[src/rtl/ftdi_seq_pkg.sv]
// Shared FSM states, opcodes and helpers for the FTDI command sequencer.
package ftdi_seq_pkg;

  typedef enum logic [2:0] {
    IDLE,
    OP_REL,
    ARG_WAIT,
    ARG_REL,
    EXEC,
    TX_REQ,
    TX_REL
  } state_t;

  localparam logic [7:0] OPC_INV  = 8'hAA;
  localparam logic [7:0] OPC_ECHO = 8'h55;
  localparam logic [7:0] OPC_WR   = 8'h01;
  localparam logic [7:0] OPC_RD   = 8'h02;
  localparam logic [7:0] RESP_OK  = 8'h00;

  // Error counter increments stick at all-ones instead of wrapping.
  function automatic logic [7:0] sat_inc(input logic [7:0] v);
    return (v == 8'hFF) ? v : v + 8'd1;
  endfunction

endpackage

[src/rtl/ftdi_hs_sync.sv]
// Multi-bit two-flop synchronizer for independent handshake levels; adds 2 cycles per edge.
module ftdi_hs_sync #(
  parameter int WIDTH = 1
) (
  input  logic             in_clk,
  input  logic             in_reset_n,
  input  logic [WIDTH-1:0] d,
  output logic [WIDTH-1:0] q
);

  logic [WIDTH-1:0] meta;

  always_ff @(posedge in_clk or negedge in_reset_n) begin
    if (!in_reset_n) begin
      meta <= '0;
      q    <= '0;
    end else begin
      meta <= d;
      q    <= meta;
    end
  end

endmodule

[src/rtl/ftdi_cmd_sequencer.sv]
// Two-byte command / one-byte response engine on four-phase RX and TX handshakes.
// Define FTDI_SEQ_SYNC_EN to pass in_rx_prd_rdy/in_tx_ack through two-flop synchronizers.
module ftdi_cmd_sequencer
  import ftdi_seq_pkg::*;
#(
  parameter int         TIMEOUT_CYCLES = 1000000,
  parameter logic [7:0] LED_RESET      = 8'h00,
  parameter logic [7:0] ERR_RESP       = 8'hEE
) (
  input  logic       in_clk,
  input  logic       in_reset_n,
  input  logic       in_rx_prd_rdy,
  input  logic [7:0] in_rx_data,
  output logic       out_rx_cons_rdy,
  output logic       out_rx_ena,
  output logic       out_tx_data_rdy,
  output logic [7:0] out_tx_data,
  input  logic       in_tx_ack,
  output logic [7:0] out_led_reg,
  output logic [7:0] out_err_cnt
);

  localparam int            TW     = $clog2(TIMEOUT_CYCLES) + 1;
  localparam logic [TW-1:0] T_LAST = TW'(TIMEOUT_CYCLES - 1);

  logic rx_req;
  logic tx_ack;

`ifdef FTDI_SEQ_SYNC_EN
  logic [1:0] hs_q;

  ftdi_hs_sync #(.WIDTH(2)) u_hs_sync (
    .in_clk     (in_clk),
    .in_reset_n (in_reset_n),
    .d          ({in_tx_ack, in_rx_prd_rdy}),
    .q          (hs_q)
  );

  assign rx_req = hs_q[0];
  assign tx_ack = hs_q[1];
`else
  assign rx_req = in_rx_prd_rdy;
  assign tx_ack = in_tx_ack;
`endif

  state_t        state;
  logic [7:0]    opcode;
  logic [7:0]    operand;
  logic [TW-1:0] timer;

  always_ff @(posedge in_clk or negedge in_reset_n) begin
    if (!in_reset_n) begin
      state           <= IDLE;
      opcode          <= '0;
      operand         <= '0;
      timer           <= '0;
      out_rx_cons_rdy <= 1'b0;
      out_rx_ena      <= 1'b1;
      out_tx_data_rdy <= 1'b0;
      out_tx_data     <= '0;
      out_led_reg     <= LED_RESET;
      out_err_cnt     <= '0;
    end else begin
      case (state)
        IDLE: begin
          if (rx_req) begin
            opcode          <= in_rx_data;
            out_rx_cons_rdy <= 1'b1;
            state           <= OP_REL;
          end
        end
        OP_REL: begin
          if (!rx_req) begin
            out_rx_cons_rdy <= 1'b0;
            timer           <= '0;
            state           <= ARG_WAIT;
          end
        end
        ARG_WAIT: begin
          // An operand arriving on the final timer cycle still counts.
          if (rx_req) begin
            operand         <= in_rx_data;
            out_rx_cons_rdy <= 1'b1;
            state           <= ARG_REL;
          end else if (timer == T_LAST) begin
            out_err_cnt <= sat_inc(out_err_cnt);
            state       <= IDLE;
          end else begin
            timer <= timer + 1'b1;
          end
        end
        ARG_REL: begin
          if (!rx_req) begin
            out_rx_cons_rdy <= 1'b0;
            out_rx_ena      <= 1'b0;
            state           <= EXEC;
          end
        end
        EXEC: begin
          case (opcode)
            OPC_INV:  out_tx_data <= ~operand;
            OPC_ECHO: out_tx_data <= operand;
            OPC_WR: begin
              out_led_reg <= operand;
              out_tx_data <= RESP_OK;
            end
            OPC_RD:   out_tx_data <= out_led_reg;
            default: begin
              out_tx_data <= ERR_RESP;
              out_err_cnt <= sat_inc(out_err_cnt);
            end
          endcase
          state <= TX_REQ;
        end
        TX_REQ: begin
          // Ack only counts once our request is actually visible.
          if (out_tx_data_rdy && tx_ack) begin
            out_tx_data_rdy <= 1'b0;
            state           <= TX_REL;
          end else begin
            out_tx_data_rdy <= 1'b1;
          end
        end
        TX_REL: begin
          if (!tx_ack) begin
            out_rx_ena <= 1'b1;
            state      <= IDLE;
          end
        end
        default: state <= IDLE;
      endcase
    end
  end

endmodule

[config.mk]
export PLATFORM = sky130hd
export DESIGN_NAME = ftdi_cmd_sequencer
export DESIGN_NICKNAME = d
export VERILOG_FILES = /design/src/rtl/ftdi_seq_pkg.sv /design/src/rtl/ftdi_hs_sync.sv /design/src/rtl/ftdi_cmd_sequencer.sv
export SDC_FILE = /design/constraint.sdc
export NUM_CORES = 1
export LEC_CHECK = 0
export ABC_AREA = 1
export CAP_MARGIN = 15
export CORE_UTILIZATION = 44
export CTS_CLUSTER_SIZE = 20
export DETAILED_ROUTE_END_ITERATION = 8
export SYNTH_ARGS = -nofsm -noshare
export SYNTH_HDL_FRONTEND = slang
export SYNTH_SLANG_ARGS = --single-unit
[constraint.sdc]
create_clock -name in_clk -period 4 [get_ports in_clk]
set_clock_uncertainty 0.05 [all_clocks]
set_input_delay 1.2 -clock in_clk [delete_from_list [all_inputs] [get_ports in_clk]]
set_output_delay 1.2 -clock in_clk [all_outputs]
set_load 0.03 [all_outputs]
# Yosys cells after proc, flatten, opt, wreduce, memory -nomap -nowiden
# Index checks and enable logic that the tools add are counted.
op_classes:
  reduce_logical: 17
  n_addsub: 2
  n_mux: 24
  bitwise: 1
  n_eq_ne: 24
ops:
  columns: ["cell", "count"]
  rows:
  - ["21-bit 2-to-1 mux", 3]
  - ["21-bit one-hot mux with 2 select lines", 1]
  - ["8-bit 2-to-1 mux", 4]
  - ["8-bit one-hot mux with 4 select lines", 1]
  - ["21-bit by 1-bit adder with 21-bit output (second input constant)", 1]
  - ["21-bit by 20-bit == test with 1-bit output (second input constant)", 1]
  - ["3-bit 2-to-1 mux", 7]
  - ["3-bit one-hot mux with 7 select lines", 1]
  - ["2-bit inequality test (second input constant)", 10]
  - ["8-bit == test (second input constant)", 2]
  - ["8-bit one-hot mux with 2 select lines", 1]
  - ["3-bit == test (second input constant)", 3]
  - ["8-bit by 1-bit adder with 8-bit output (second input constant)", 1]
  - ["8-bit by 1-bit == test with 1-bit output (second input constant)", 1]
  - ["8-bit by 2-bit == test with 1-bit output (second input constant)", 1]
  - ["8-bit by 7-bit == test with 1-bit output (second input constant)", 1]
  - ["8-bit inverter", 1]
  - ["4-bit AND reduction", 2]
  - ["2-bit nonzero test", 4]
  - ["3-bit by 2-bit == test with 1-bit output (second input constant)", 2]
  - ["2-bit AND reduction", 3]
  - ["3-bit AND reduction", 2]
  - ["6-bit AND reduction", 1]
  - ["1-bit 2-to-1 mux", 4]
  - ["other kinds (8)", 10]
totals:
  in_bits: 12
  register_bits: 67
  output_inout_bits: 27
  wordCells: 78

# Longest topological paths before layout
depth:
  word_depth: 5
  ltp_mapped: 10
  ltp_nobuf: 10

# Worst setup path before layout
# OpenSTA, ideal clock, no wires.
synth_timing:
  kind: "input to register"
  startpoint: "input in_rx_prd_rdy"
  endpoint: "register opcode[5]"
  required_time_ns: 3.819
  path_stages: 7
  setup_ns: 0.131
  arrival_ns: 2.026
  path_slack_ns: 1.793
  path_buffers: 2
  path_cell_list: "buf_2 inv_1 nor2_1 nand2_1 clkbuf_1 nand2_1 o21ai_0"
synth_via:
  elab_chain_cells: 1
synth_rtl:
  columns: ["element", "line", "rtl"]
  rows:
  - ["from (decl)", "ftdi_cmd_sequencer.sv:12", "input logic in_rx_prd_rdy,"]
  - ["2-bit AND reduction (no source line)", null, null]
  - ["to (signal assigned)", "ftdi_cmd_sequencer.sv:67", "opcode <= in_rx_data;"]
  - ["to (decl)", "ftdi_cmd_sequencer.sv:47", "logic [7:0] opcode;"]
# No other way between the ends.
# A chain may end at the register's enable or synchronous reset.

# Worst setup path after layout
layout_timing:
  startpoint: "register out_rx_ena"
  endpoint: "output out_rx_ena"
layout_lines:
  columns: ["element", "line", "rtl"]
  rows:
  - ["from (decl)", "ftdi_cmd_sequencer.sv:15", "output logic out_rx_ena,"]
  - ["from (signal assigned)", "ftdi_cmd_sequencer.sv:58", "out_rx_ena <= 1'b1;"]
  - ["from (signal assigned)", "ftdi_cmd_sequencer.sv:95", "out_rx_ena <= 1'b0;"]
  - ["from (signal assigned)", "ftdi_cmd_sequencer.sv:126", "out_rx_ena <= 1'b1;"]
# No word-level cell between the ends.

==> out/metrics.csv <==
metric,value,unit
result_of_the_run,"finished, final reports clean",
cts-htree-levels,3,
vias,3415,
core_region_area,8300,sq um
layoutNonFillerInstCount,691,
fp.dieArea,9000,sq um
worstSetupEndpointType,output pin,
num-fill-cells,828,
die_x,94.9,um
fin_setup_tns,0,ns
port_buffers,38,
top_cell_family_by_delay_on_the_critical_path,buffers and inverters,
wire_per_inst,13.2,um
post-route-util,54.0,%
grt_setup_unrepaired,false,
max_cap_viols,0,
cts_made_buffers,9,
crit_type,flip-flop to output pin,
worst_path_max_delay_cell,sky130_fd_sc_hd__clkdlybuf4s50_1,
power_density,590,nW/um^2
ctsHoldBuffers,0,
grt_pass1_vias,3290,
post_cts_resize_count,0,
dp.final_hpwl,6390,um
clockBufferDepth,2,
cp.required,2.75,ns
detail_route.drc_violations,0,
ir_drop,0.000358,V
globalRouteOverflowTotal,0,
largest_reg_flops,21,
netSwitchingPower,1070,uW
antenna_left,0,
finish.instance_area,4480,sq um
synthesis.yosys.warnings,0,
power_leakage,0.00203,uW
p_seq_share,39.0,%
clock_latency,0.35,ns
clkSinkCount,67,
distinct_cells_synth,32,
clockRootBuffer,sky130_fd_sc_hd__clkbuf_8,
worst-path-buf-inv,1,
hold_path.class,flip-flop to flip-flop,
routed_vias_inst,4.94,
final.min_clock_period,2.81,ns
crit_path_cell_trace,clkdlybuf4s50_1,
max_freq,356,MHz
cp_slowest_stage_delay,0.67,ns
async_reset_ff_share,100,%
nets_final,595,
grt_util_all_layers,23.0,%
synth_seq_cells,67,
synth_cells,540,
ys_seq_area_share,44.2,%
dpl.cell_count,675,
grt_pass1_wl,16000,um
die-height,94.9,um
synth_fp_nets,554,
path_clk_slew,0.08,ns
synth_enable_flop_cells,0,
worst_rel_slew_slack,67.0,%
postSynth.topFlopCell,sky130_fd_sc_hd__dfrtp_1,
gp_routability_congestion,0.857,
finalWirelength,9120,um
critical_path_arrival,1.56,ns
row_count,33,
finalHoldViolations,0,
registers.top_by_ff_count,timer,
slew_of_the_pin_with_the_lowest_slew_margin,0.494,ns
setup_viol_count_final,0,
grt_start_max_net_pins,38,
post_synth.cell_area_avg,7.03,sq um
power.switching_fraction,40.5,%
synth_area_leaders,"sky130_fd_sc_hd__dfrtp_1 (44%), sky130_fd_sc_hd__nand2_1 (21%), sky130_fd_sc_hd__nor2_1 (8.1%), sky130_fd_sc_hd__inv_1 (4.5%), sky130_fd_sc_hd__nand3_1 (4.2%)",
synth_top_cell_area_share,43.5,%
cts_tree,yes,
ios,39,
starting_utilization_of_the_core_area,45.7,%
final_layout_size_suffix_gt1_share,6.83,%
period_share,70.2,%
maxSlewViolCount,0,
finalPower,2640,uW
antenna_cells,0,
power.combinational.fraction,37.0,%
crit_path_max_fanout,2,
dr.pass1.iters,4,
startpoint_type_of_the_worst_setup_path,flip-flop,
post_cts_buffers,0,
p_int,1570,uW
grt_antenna_before_repair,0,
largest_area_contributor_in_the_synthesized_netlist,sky130_fd_sc_hd__dfrtp_1,
power_frac_clock,24.0,%
postPlaceCellArea,4260,sq um
synth.cell_area,3800,sq um
initialDrtViolationCount,185,
syn2layout_area_growth,18.1,%
==> cells in the final DEF, fill, tap and decap left out, types with 2 or more instances in the layout <==
cell type,instances
sky130_fd_sc_hd__buf_4,3
sky130_fd_sc_hd__bufinv_16,2
sky130_fd_sc_hd__clkbuf_1,2
sky130_fd_sc_hd__clkbuf_8,10
sky130_fd_sc_hd__clkdlybuf4s50_1,37
sky130_fd_sc_hd__dfrtp_1,66
sky130_fd_sc_hd__ha_1,2
sky130_fd_sc_hd__inv_1,46
sky130_fd_sc_hd__inv_2,3
sky130_fd_sc_hd__mux2_2,2
sky130_fd_sc_hd__nand2_1,211
sky130_fd_sc_hd__nand2_2,3
sky130_fd_sc_hd__nand3_1,32
sky130_fd_sc_hd__nand3_2,3
sky130_fd_sc_hd__nand4_1,6
sky130_fd_sc_hd__nor2_1,82
sky130_fd_sc_hd__nor2_2,5
sky130_fd_sc_hd__nor2_4,2
sky130_fd_sc_hd__nor3_1,6
sky130_fd_sc_hd__o211ai_1,2
sky130_fd_sc_hd__o21ai_0,30
sky130_fd_sc_hd__xnor2_1,5
sky130_fd_sc_hd__xor2_1,13
==> routing by layer <==
metal  global-route usage (%)  up-vias  wire length, um
met1                     32.1     1582             4550
met5                        0        -                0
li1                         -     1765                -
met2                     36.6       54             4110
met4                     8.21        0              158
met3                     2.98       14              310
==> cell usage after synthesis (all sizes together) (2+ instances only) <==
master,number
nand2,214
nor2,89
dfrtp,66
inv,49
nand3,35
o21ai,30
xor2,13
buf,8
nand4,6
nor3,6
xnor2,5
clkbuf,3
a21oi,2
ha,2
mux2,2
o211ai,2
==> kinds of logic (layout without fill, tap and decap cells) <==
family	after synthesis	count (layout)	synth area share, %
and+or+nand+nor	353	353	38.2
muxes	2	2	0.593
AOI/OAI and AO/OA	38	38	5.70
DFF	67	67	44.2
buffers and inverters	60	106	6.49
xor gates and xnor gates	18	18	4.15
adders and majority gates	2	2	0.659
==> final cells by class <==
cell class                      instances  area (sq um)  area share [%]
Tap cell                              105           131            2.93
Clock buffer                           12           145            3.24
Timing Repair Buffer                   41           398            8.88
Clock inverter                          4          73.8            1.65
Inverter                               49           184            4.10
Multi-Input combinational cell        413          1870            41.8
Sequential cell                        67          1680            37.4
==> per-stage QoR <==
stage / worst slack [ns] / hold WS [ns]
floorplan: 1.79 / 0.425
global placement: 1.18 / 0.414
detailed placement: 1.12 / 0.416
CTS: 1.17 / 0.435
global route: 1.16 / 0.476
finish: 1.19 / 0.431
==> final timing paths <==
check	start	to	slack (ns)	cells past startpoint
worst max-delay path	out_rx_ena$_DFFE_PN1P_	out_rx_ena	1.19	1
worst min-delay path	out_tx_data[1]$_DFFE_PN0P_	out_tx_data[1]$_DFFE_PN0P_	0.43	2
worst max register to register	state[1]$_DFFE_PN0P_	out_led_reg[4]$_DFFE_PN0P_	1.85	5
worst min register to register	out_tx_data[1]$_DFFE_PN0P_	out_tx_data[1]$_DFFE_PN0P_	0.43	2
max in group asynchronous	in_reset_n	out_tx_data[3]$_DFFE_PN0P_	2.69	2
min in group asynchronous	in_reset_n	state[0]$_DFFE_PN0P_	0.82	2
==> power by group through the flow <==
stage | clock network [uW] | logic [uW] | registers (uW)
finish | 635 | 978 | 1030
global route | 684 | 1100 | 1060
CTS | 654 | 990 | 1030
detailed placement | 0 | 985 | 1040
global placement | 0 | 971 | 1040
floorplan | 0 | 529 | 1160
(Power assumes the default switching activity.)
